## src/rtl/caf_corr_scheduler.sv

```systemverilog
// Correlate-phase sequencer for the CAF engine: sweeps every capture shift and streams
// paired reference/capture read addresses, then waits for the accumulator bank per shift.
module caf_corr_scheduler #(
    parameter int REF_LEN        = 16,
    parameter int CAP_LEN        = 64,
    parameter int REF_INDEX_BITS = 4,
    parameter int CAP_INDEX_BITS = 6
) (
    input  logic                      clk,
    input  logic                      rst_n,
    input  logic                      start,
    input  logic                      abort,
    output logic                      busy,
    output logic                      done,
    output logic                      rd_valid,
    input  logic                      rd_ready,
    output logic [REF_INDEX_BITS-1:0] ref_raddr,
    output logic [CAP_INDEX_BITS-1:0] cap_raddr,
    output logic                      rd_first,
    output logic                      rd_last,
    output logic [CAP_INDEX_BITS-1:0] shift_idx,
    input  logic                      acc_valid,
    output logic                      acc_ready
);

    typedef enum logic [1:0] {
        IDLE     = 2'd0,
        ISSUE    = 2'd1,
        WAIT_ACC = 2'd2,
        DONE     = 2'd3
    } state_t;

    localparam logic [REF_INDEX_BITS-1:0] K_LAST = REF_INDEX_BITS'(REF_LEN - 1);
    localparam logic [CAP_INDEX_BITS-1:0] S_LAST = CAP_INDEX_BITS'(CAP_LEN - REF_LEN);

    state_t                      state, state_nxt;
    logic [REF_INDEX_BITS-1:0]   k, k_nxt;
    logic [CAP_INDEX_BITS-1:0]   s, s_nxt;

    always_ff @(posedge clk or negedge rst_n) begin
        if (!rst_n) begin
            state <= IDLE;
            k     <= '0;
            s     <= '0;
        end else begin
            state <= state_nxt;
            k     <= k_nxt;
            s     <= s_nxt;
        end
    end

    always_comb begin
        state_nxt = state;
        k_nxt     = k;
        s_nxt     = s;
        case (state)
            IDLE: begin
                if (start) begin
                    state_nxt = ISSUE;
                    k_nxt     = '0;
                    s_nxt     = '0;
                end
            end
            ISSUE: begin
                if (rd_ready) begin
                    if (k == K_LAST) begin
                        k_nxt     = '0;
                        state_nxt = WAIT_ACC;
                    end else begin
                        k_nxt = k + 1'b1;
                    end
                end
            end
            WAIT_ACC: begin
                if (acc_valid) begin
                    if (s == S_LAST) begin
                        state_nxt = DONE;
                    end else begin
                        s_nxt     = s + 1'b1;
                        state_nxt = ISSUE;
                    end
                end
            end
            DONE: state_nxt = IDLE;
            default: state_nxt = IDLE;
        endcase
        // abort wins over start and over any handshake presented in the same cycle
        if (abort) begin
            state_nxt = IDLE;
            k_nxt     = '0;
            s_nxt     = '0;
        end
    end

    always_comb begin
        busy      = (state != IDLE);
        done      = (state == DONE);
        rd_valid  = (state == ISSUE);
        acc_ready = (state == WAIT_ACC);
        ref_raddr = k;
        cap_raddr = s + CAP_INDEX_BITS'(k);
        rd_first  = rd_valid && (k == '0);
        rd_last   = rd_valid && (k == K_LAST);
        shift_idx = s;
    end

endmodule

```

## config.mk

```make
export PLATFORM = sky130hd
export DESIGN_NAME = caf_corr_scheduler
export DESIGN_NICKNAME = d
export VERILOG_FILES = /design/src/rtl/caf_corr_scheduler.sv
export SDC_FILE = /design/constraint.sdc
export NUM_CORES = 1
export LEC_CHECK = 0
export CAP_MARGIN = 5
export CORE_AREA = 3 3 44 46
export CTS_BUF_LIST = sky130_fd_sc_hd__clkbuf_8
export DETAILED_ROUTE_END_ITERATION = 10
export DIE_AREA = 0 0 47 49
export DONT_BUFFER_PORTS = 1
export PLACE_DENSITY = 0.74
export SLEW_MARGIN = 20
export SYNTH_ARGS = -nofsm -noshare
export SYNTH_HDL_FRONTEND = slang
export SYNTH_SLANG_ARGS = --single-unit
```

## constraint.sdc

```tcl
create_clock -name clk -period 1.97 [get_ports clk]
set_clock_uncertainty 0.2 [all_clocks]
set_input_delay 0.197 -clock clk [delete_from_list [all_inputs] [get_ports clk]]
set_output_delay 0.197 -clock clk [all_outputs]
set_load 0.02 [all_outputs]
```

Yosys cells after proc, flatten, opt, wreduce, memory -nomap -nowiden
Index checks and enable logic that the tools add are counted.
- ROM bits: 0
- register bits after elaboration: 12
- memories kept: 0
- bits in latches: 0
- bits in writable memories: 0
- word-level logic and storage cells: 43
- div/mod/pow operators: 0
- shift-type cells: 0
- add/subtract/negate cells: 3
- $lt $le $gt $ge: 0
- multipliers: 0
- multiplexer cells: 17
- reduce and logical (&&, ||, !) cells: 10
- bitwise gates (word level): 0
- eq/ne operators: 10
- operators with widths (kind ; number):
    $mux W6 ; 4
    $mux W4 ; 4
    $mux W2 ; 6
    $pmux W6 S2 ; 1
    $ne A3 B3 Y1 const B ; 3
    $pmux W2 S4 ; 1
    $pmux W4 S2 ; 1
    $reduce_and A4 Y1 ; 2
    $add A6 B1 Y6 const B ; 1
    $add A6 B4 Y6 ; 1
    $eq A6 B6 Y1 const B ; 1
    $ne A3 B2 Y1 const B ; 2
    $reduce_bool A3 Y1 ; 2
    $add A4 B1 Y4 const B ; 1
    $eq A2 B2 Y1 const B ; 2
    $eq A4 B4 Y1 const B ; 1
    $logic_not A4 Y1 ; 1
    $reduce_and A3 Y1 ; 1
    $eq A2 B1 Y1 const B ; 1
    $logic_and A1 B1 Y1 ; 2
    $logic_not A2 Y1 ; 1
    $reduce_bool A2 Y1 ; 1

Depth between registers and ports, before layout
- depth after elaboration: 5
- gate-level depth with buffers: 6

Worst setup path before layout
Ideal clock, no wire load.
- kind: flip-flop to output port
- start point: register k[0] (netlist: ref_raddr[0])
- end point: output cap_raddr[4]
- path buffers: 0
- arrival time: 1.671 ns
- path slack: -0.098 ns
- stages on the path, launching flop included: 7
- path through: dfrtp_1 -> ha_1 -> fa_1 -> nand2_1 -> nand2_1 -> a21oi_1 -> xnor2_1
- longest elaborated chain between the ends: 1
- RTL lines (what ; line ; RTL):
    start, declared ; 37 ; logic [REF_INDEX_BITS-1:0] k, k_nxt;
    start signal, assigned ; 47 ; k <= k_nxt;
    $add A6 B4 Y6 ; 101 ; cap_raddr = s + CAP_INDEX_BITS'(k);
    end, declared ; 18 ; output logic [CAP_INDEX_BITS-1:0] cap_raddr,
Every way passes these cells.

Final worst setup path
Ends and elaborated chain as after synthesis.

==> metrics <==
initial antenna violation count 0; status finished, violations left; Tcrit/Tclk final 106%; Setup violations, final 2; Port Buffer Count 0; Hold Crit Class input port to flip-flop; worst setup margin -119 ps; leak pwr 0.571 nW; critical path fanouts, max 2; post-DR vias/cell 6.27; Yosys cell types 39; final hold viol count 0; first-pass iteration count of the detailed router 4; vias in the first global route 912; clk slew on worst S/H paths 50 ps; CTS Buf Count 3; crit path DAT 1690 ps; R2R Setup Slk 140 ps; CTS tree done; top post-synthesis cells by area dfrtp_1 30%, ha_1 10%, nand3_1 4.0%; WP data required 1570 ps; wire per inst 17.4 um; sw power 141 uW; Nets 150; P per Cell Area 434 mW/mm^2; Total GRT Usage 24.1%; DIE WIDTH 47 um; FF/Latch Area 308 um^2; Placement Setup Slack 10.2 ps; FF+latch count, synth 12; Flop pwr share 46.2%; failing checks setup timing; Die ar. 0.00230 mm^2; Synth top area share 30.3%; DRT iter0 DRCs 36; Int Power 417 uW; Rel. slew slack 62.6%; area taken by multi-input logic gates 688 um^2; Final min period 2090 ps; post-synth top area cell dfrtp_1; first-pass GRT wire length 4.06 mm; gpl congestion 0.850; Post-Syn Area 991 um^2; Post-Syn Instances 110; fillcell total 92; RSZ-0062 raised after global routing true; share of cells above drive strength 1 34.3%; Vias 941; Initial Util 64.3%; post-synthesis async set-or-reset flop share 100%; CTS Root Cell clkbuf_8; later-pin clock latency in the skew report 240 ps; Combinational Power Share 12.8%; Util after Layout 83.4%; yosys warns 0; highest clock rate 479 MHz; syn avg cell area 9.01 um^2; htree depth 1; gr ovfl total 0; predominant post-synthesis flop cell dfrtp_1; clock power share 41.1%; post-route ant nets 0; r2r worst-path depth 6; Core Area 0.00154 mm^2; n_diodes 0; Die H 49 um; largest net degree at the start of global routing 13; CP endpoint kind output port; Hold Path Cell Cnt 2; sequential fraction of the synthesis area 30.3%; Cell Rows 14; crit path kind flip-flop to output port; EDFF count, synth 0; maximum vdd drop 0.000443 V; io pins 28; final-report max-slew violation count 0; clk buf depth 2; Slew @ Worst Pin 559 ps; Detailed Route WL 2.60 mm; HPWL after DPL 1.67 mm; post-synthesis net count 125; Clock Sinks 12; DRC 0; area growth from synthesis to layout 29.7%; switch share 25.3%; crit path launch type flip-flop; Max-Cap Viols 0
==> routing by layer <==
metal	vias up	global-route usage, %	wire length, um
met1	449	27.3	1030
met2	43	40.7	1310
li1	442	-	-
met5	-	0	0
met4	0	12.9	65
met3	7	4.06	190
==> metrics by stage <==
step	cell area [um^2]	instances	power [mW]	hold WS, ps	setup TNS (ps)
floorplan	1000	110	0.305	-299	0
global placement	1110	138	0.312	-298	0
detailed placement	1110	138	0.313	-298	0
CTS	1250	148	0.555	18.8	-169
global route	1280	150	0.583	24.9	-304
finish	1280	150	0.558	13.4	-135
==> flip-flops by register name, indices dropped and copies added (netlist names) <==
| name | count |
|---|---|
| shift_idx | 6 |
| ref_raddr | 4 |
| state | 2 |
==> layout make-up <==
| type | count | share of cell area [%] |
|---|---|---|
| Clock buffer | 3 | 3.21 |
| Timing Repair Buffer | 24 | 14.8 |
| Tap cell | 16 | 1.56 |
| Sequential cell | 12 | 24.0 |
| Inverter | 9 | 2.63 |
| Clock inverter | 1 | 0.292 |
| Multi-Input combinational cell | 85 | 53.6 |
==> worst max-delay path, cell delays in order (launching register included) <==
cell and delay [ps]:
dfrtp_2 420, ha_4 170, fa_2 350, nand2_1 80
nand2_1 70, a21oi_2 170, xnor2_2 180
==> cell usage in the layout, fill, tap and decap left out, types with 2 or more instances in the layout <==
| cell type | Yosys | layout |
|---|---|---|
| clkbuf_8 | 0 | 3 |
| o31ai_1 | 3 | 3 |
| buf_4 | 1 | 20 |
| a31oi_1 | 2 | 2 |
| mux2i_1 | 2 | 2 |
| o21ai_0 | 8 | 8 |
| o211ai_1 | 2 | 2 |
| nor3b_1 | 2 | 2 |
| or2_2 | 2 | 2 |
| nand2_1 | 9 | 9 |
| nand2b_1 | 3 | 2 |
| dfrtp_1 | 12 | 6 |
| nand3_1 | 8 | 7 |
| ha_1 | 8 | 5 |
| nor2_1 | 5 | 4 |
| nand3b_1 | 3 | 3 |
| a21oi_1 | 4 | 2 |
| nor3_1 | 2 | 2 |
| inv_1 | 9 | 10 |
| dlygate4sd3_1 | 0 | 4 |
| dfrtp_2 | 0 | 6 |
| a21oi_2 | 0 | 2 |
| and3_1 | 2 | 2 |
| ha_4 | 0 | 3 |
| xor2_1 | 3 | 3 |
==> power groups by stage <==
stage / logic, mW / clock network, mW / registers [mW]
2_1_floorplan: 0.0457 / 0 / 0.260
3_3_place_gp: 0.0521 / 0 / 0.260
3_5_place_dp: 0.0525 / 0 / 0.260
4_1_cts: 0.0687 / 0.230 / 0.257
5_1_grt: 0.0775 / 0.247 / 0.258
6_report: 0.0713 / 0.229 / 0.258
==> timing repair <==
action                                  CTS  global route
buffers inserted                          2             2
resized for setup                         8             5
hold buffers                              4             0
endpoints found under the setup margin    4             5
hold endpoints to repair                 22             0
pin swaps                                 2             3
==> worst paths after layout <==
| check | start | to |
|---|---|---|
| min in group asynchronous | rst_n | ref_raddr[2] |
| worst min-delay path | rd_ready | state[1] |
| max in group asynchronous | rst_n | state[0] |
| worst max register to register | shift_idx[0] | shift_idx[2] |
| worst min register to register | shift_idx[2] | shift_idx[2] |
| worst max-delay path | ref_raddr[0] | cap_raddr[4] |
==> cell families (layout without fill, tap and decap cells) <==
family | count (synthesis) | in the layout | share of synthesized area [%]
xor+xnor | 4 | 4 | 3.54
buf+inv | 13 | 37 | 6.82
compound gates | 22 | 22 | 13.9
mux | 3 | 3 | 3.16
flops | 12 | 12 | 30.3
simple gates | 47 | 47 | 30.2
fa+ha+maj | 9 | 9 | 12.1
==> synthesized netlist by cell type (all sizes together) (3+ instances only) <==
cell,n
a21oi,4
and3,3
buf,3
dfrtp,12
ha,8
inv,9
nand2,9
nand2b,3
nand3,8
nand3b,3
nor2,5
o21ai,8
o31ai,3
xor2,3
(Power assumes the default switching activity.)
